### src/rtl/dstr_pkg.sv
// dstr_pkg: C-bus destination codes and reset constants for the strided address bank.
package dstr_pkg;
    localparam logic [3:0] CB_ADDR   = 4'b1010;
    localparam logic [3:0] CB_STRIDE = 4'b1011;
    localparam logic [3:0] CB_LIMIT  = 4'b1100;
    localparam int         STRIDE_RST    = 1;
    localparam logic       LIMIT_RST_BIT = 1'b1;
endpackage

### src/rtl/dstr_chan.sv
// dstr_chan: one address channel (base/addr/stride[/limit]) with step, wrap and wrap pulse.
// Limit register and wrap behaviour exist only when DSTR_WRAP_EN is defined.
module dstr_chan
    import dstr_pkg::*;
#(
    parameter int WIDTH = 32
) (
    input  logic             clock,
    input  logic             rst,
    input  logic [WIDTH-1:0] din,
    input  logic             ld_addr,
    input  logic             ld_stride,
`ifdef DSTR_WRAP_EN
    input  logic             ld_limit,
`endif
    input  logic             inc,
    output logic [WIDTH-1:0] addr,
    output logic             wrap
);
    logic [WIDTH-1:0] base_q, base_d, addr_q, addr_d, stride_q, stride_d;
`ifdef DSTR_WRAP_EN
    logic [WIDTH-1:0] limit_q, limit_d;
    logic             wrap_q, wrap_d;
    logic [WIDTH:0]   next;
    always_comb begin
        base_d   = base_q;
        stride_d = stride_q;
        limit_d  = limit_q;
        wrap_d   = 1'b0;
        next     = {1'b0, addr_q} + {1'b0, stride_q};
        addr_d   = inc ? ((next <= {1'b0, limit_q}) ? next[WIDTH-1:0] : base_q) : addr_q;
        wrap_d   = inc && (next > {1'b0, limit_q}) && !ld_addr;
        if (ld_stride) stride_d = din;
        if (ld_limit) limit_d = din;
        if (ld_addr) begin
            base_d = din;
            addr_d = din;
        end
    end
    always_ff @(negedge clock or posedge rst) begin
        if (rst) begin
            limit_q <= {WIDTH{LIMIT_RST_BIT}};
            wrap_q  <= 1'b0;
        end else begin
            limit_q <= limit_d;
            wrap_q  <= wrap_d;
        end
    end
    assign wrap = wrap_q;
`else
    always_comb begin
        base_d   = base_q;
        stride_d = stride_q;
        addr_d   = inc ? addr_q + stride_q : addr_q;
        if (ld_stride) stride_d = din;
        if (ld_addr) begin
            base_d = din;
            addr_d = din;
        end
    end
    assign wrap = 1'b0;
`endif
    always_ff @(negedge clock or posedge rst) begin
        if (rst) begin
            base_q   <= '0;
            addr_q   <= '0;
            stride_q <= WIDTH'(STRIDE_RST);
        end else begin
            base_q   <= base_d;
            addr_q   <= addr_d;
            stride_q <= stride_d;
        end
    end
    assign addr = addr_q;
endmodule

### src/rtl/dstr_bank.sv
// dstr_bank: NCH strided address channels with C-bus load decode and A-bus read mux.
// Define DSTR_WRAP_EN to enable per-channel limit registers and wrap-to-base.
module dstr_bank
    import dstr_pkg::*;
#(
    parameter int  WIDTH = 32,
    parameter int  NCH   = 4,
    localparam int CH_W  = $clog2(NCH)
) (
    input  logic             clock,
    input  logic             rst,
    input  logic [WIDTH-1:0] cbus_out,
    input  logic [3:0]       cbus_en,
    input  logic [CH_W-1:0]  ch_sel,
    input  logic [NCH-1:0]   inc_mask,
    input  logic [CH_W-1:0]  rd_sel,
    output logic [WIDTH-1:0] abus_in,
    output logic [NCH-1:0]   wrap_flag
);
    logic [WIDTH-1:0] addr_a [NCH];
    for (genvar k = 0; k < NCH; k++) begin : g_ch
        logic sel;
        assign sel = ch_sel == CH_W'(k);
        dstr_chan #(.WIDTH(WIDTH)) u_chan (
            .clock     (clock),
            .rst       (rst),
            .din       (cbus_out),
            .ld_addr   (sel && cbus_en == CB_ADDR),
            .ld_stride (sel && cbus_en == CB_STRIDE),
`ifdef DSTR_WRAP_EN
            .ld_limit  (sel && cbus_en == CB_LIMIT),
`endif
            .inc       (inc_mask[k]),
            .addr      (addr_a[k]),
            .wrap      (wrap_flag[k])
        );
    end
    assign abus_in = addr_a[rd_sel];
endmodule

### config.mk
export PLATFORM = sky130hd
export DESIGN_NAME = dstr_bank
export DESIGN_NICKNAME = d
export VERILOG_FILES = /design/src/rtl/dstr_pkg.sv /design/src/rtl/dstr_chan.sv /design/src/rtl/dstr_bank.sv
export SDC_FILE = /design/constraint.sdc
export NUM_CORES = 1
export LEC_CHECK = 0
export BUFFER_PORTS_ARGS = -buffer_cell sky130_fd_sc_hd__buf_2
export CORE_MARGIN = 4
export CORE_UTILIZATION = 37
export CTS_BUF_LIST = sky130_fd_sc_hd__clkbuf_4
export CTS_CLUSTER_SIZE = 25
export DETAILED_ROUTE_END_ITERATION = 7
export GPL_ROUTABILITY_DRIVEN = 0
export RECOVER_POWER = 100
export SYNTH_ARGS = -nofsm -noshare
export SYNTH_HDL_FRONTEND = slang
export SYNTH_HIERARCHICAL = 1
export SYNTH_SLANG_ARGS = --single-unit
### constraint.sdc
create_clock -name clock -period 3.9 [get_ports clock]
set_clock_uncertainty 0.15 [all_clocks]
set_input_delay 0.585 -clock clock [delete_from_list [all_inputs] [get_ports clock]]
set_output_delay 0.585 -clock clock [all_outputs]
set_load 0.05 [all_outputs]
==> results.cfg <==
[layout]
layout.nets = 2190
layout_common_cells = dfrtn_1 (252), nand2_1 (173), o21ai_0 (146)
fill_cells = 4458
final_common_cell = dfrtn_1
drive_gt1_share_pct = 26.7
area_growth_pct = 17.5

[drt]
drt-total-wl_um = 50000
initialDrtViolationCount = 1019
ant_nets = 0
viasPerCell = 5.56
num_vias = 14923
first_pass_iters = 5
wl_per_cell_um = 18.6
drc = 0

[floorplanning]
start_util_pct = 37.4
rows = 80
boundaryPins = 82
die_w_um = 228
die_h_um = 228
die_area_sq_um = 51800
core-area_sq_um = 47700

[synthesis]
ys_async_sr_fraction_pct = 100
synth_cell_type_count = 78
synth-edff-count = 0
synth.net_count = 1953
yosysSeqAreaShare_pct = 35.9
syn_area_per_cell_sq_um = 10.0
synthCells = 1779
ys.flop_type = dfrtn_1
synth_warnings = 6
syn_area_sq_um = 17800
ys_seq_elements = 256

[clocking]
clock_path_buffers = 3
numCtsBuffers = 74
cts_sinks = 256
clk_latency_ns = 0.71
clkTransAtPathRegs_ns = 0.05
cts-htree-levels = 3
cts-root-buf = clkbuf_4
cts_tree = done

[pwr]
p_leak_nw = 9.64
peakVddDrop_uv = 310
finalPower_mw = 16.5
power.density_nw_per_um2 = 785

[setup_path]
cp_max_fo = 2
rr_startpoint = g_ch[0].u_chan/addr[1]
cpPeakStageDelay_ns = 0.57
crit_chain = mux4_2, buf_8
critical_path.startpoint_type = register
timing.rr.end = g_ch[0].u_chan/addr[31]
cp-end-kind = primary output
worstSetupPathType = reg -> out
r2r_cells = 11
cp.arrival_ns = 3.74
cp.required_ns = 3.16
ff2ff_setup_slack_ns = 0.30
cp_slowest_cell = mux4_2

[run_status]
violations = negative setup slack
status = finished with violations

[worst_hold_path]
worstHoldPathType = reg -> reg
min_to = g_ch[2].u_chan/stride_q[17]
min-delay-start = g_ch[2].u_chan/stride_q[17]
holdPathStages = 1

[placed_design]
place_hpwl_um = 38400
io_buffers = 77

[global_routing]
grt_start_max_net_pins = 60
track_usage_pct = 19.0
grt_antenna_before_repair = 2
grt_pass1_vias = 14716
globalRoute.totalOverflow = 0
grt_pass1_wl_um = 78300

[job]
maxCapViolCount = 0

[sta]
hold_slack_ns = 0.308
setup_slack_ns = -0.571
final_hold_viol_count = 0
setup_viol = 76
rsz0062_at_grt = yes
worst_slew_pin_slew_ns = 1.07
maxSlewViolCount = 0
max_slew_margin_pct = 28.7
[sequential cells by signal, summed over array words and instances (netlist names)]
name and count:
g_ch.u_chan/addr 128, g_ch.u_chan/stride_q 128
[worst max-delay path by stage]
stage / cells after the start / from / slack, ns / end
floorplan: 5 / cbus_en[0] / -0.06 / g_ch[0].u_chan/addr[30]
global placement: 8 / cbus_en[0] / -0.32 / g_ch[2].u_chan/addr[31]
detailed placement: 6 / cbus_en[0] / -0.37 / g_ch[2].u_chan/addr[25]
CTS: 2 / g_ch[0].u_chan/addr[16] / -0.64 / abus_in[16]
global route: 2 / g_ch[2].u_chan/addr[15] / -0.63 / abus_in[15]
finish: 2 / g_ch[2].u_chan/addr[15] / -0.57 / abus_in[15]
[cell usage after synthesis, drive strengths merged, types with 12 or more instances]
cell type | count | area, sq um
a211oi | 25 | 208
a21o | 48 | 362
a21oi | 139 | 707
a221o | 17 | 170
a22oi | 13 | 97.6
a31oi | 17 | 106
and3 | 12 | 77.6
buf | 37 | 230
clkbuf | 47 | 206
dfrtn | 252 | 6310
ha | 124 | 1550
inv | 47 | 176
mux2 | 130 | 1460
mux2i | 79 | 791
mux4 | 32 | 728
nand2 | 173 | 649
nand2b | 12 | 75.1
nand3 | 26 | 130
nand4 | 21 | 138
nor2 | 55 | 206
nor2b | 18 | 113
nor3 | 18 | 90.1
nor3b | 20 | 150
o21a | 15 | 113
o21ai | 158 | 791
o21bai | 21 | 165
o31ai | 15 | 133
xnor2 | 75 | 657
xor2 | 23 | 201
[through the flow]
step	instances	setup WS, ns	utilization, %	area, sq um	TNS, ns
2_1_floorplan	1779	-0.0554	-	18000	-0.413
3_3_place_gp	2483	-0.320	41.2	19700	-51.74
3_5_place_dp	2483	-0.366	41.2	19700	-54.63
4_1_cts	2659	-0.644	44.3	21100	-18.99
5_1_grt	2681	-0.632	43.9	21000	-30.29
6_report	2682	-0.571	43.9	21000	-20.98
[where the power goes]
| group | internal (mW) | switching [mW] |
|---|---|---|
| sequential | 3.67 | 0.778 |
| clock | 1.19 | 1.19 |
| combinational | 4.40 | 5.23 |
| total | 9.27 | 7.20 |
[logic make-up (layout without fill, tap and decap cells)]
family / Yosys count / after routing / share of synthesized area, %
adder cells (fa/ha/maj): 128 / 128 / 9.14
AO/OA/AOI/OAI: 516 / 516 / 18.5
other: 4 / 6 / 0.0841
multiplexers: 241 / 241 / 16.7
flip-flops: 256 / 256 / 35.9
XOR/XNOR: 98 / 98 / 4.81
buffers and inverters: 131 / 417 / 3.44
AND/OR/NAND/NOR: 405 / 405 / 11.4
[what timing repair did]
item                                    CTS  global route
endpoints found under the setup margin   32            32
hold buffers                              0             0
pin swaps                                 0             0
setup buffers                            51            21
gates resized for setup                  72             1
[worst max-delay path, delay by kind of cell (launching register included)]
family                 cells  cell delay, ns
buffers and inverters      1            0.19
DFF                        1            0.38
muxes                      1            0.57
[metal layers]
| metal | wire, um | up-vias | GRT usage (%) |
|---|---|---|---|
| met2 | 23200 | 444 | 30.6 |
| met5 | 0 | - | 0 |
| met3 | 2720 | 82 | 3.12 |
| met4 | 1430 | 0 | 7.77 |
| li1 | - | 7128 | - |
| met1 | 22600 | 7269 | 25.7 |
[cell type report]
type	count	area (sq um)	area share, %
antenna	2	5.00	0.0239
clock buffer	100	751	3.58
clock inverter	29	111	0.531
inverter	43	166	0.794
multi-input combinational	1392	10800	51.7
sequential	256	6410	30.6
tap	615	769	3.67
timing repair buffer	245	1900	9.07
Power figures use the tool's default switching activity.
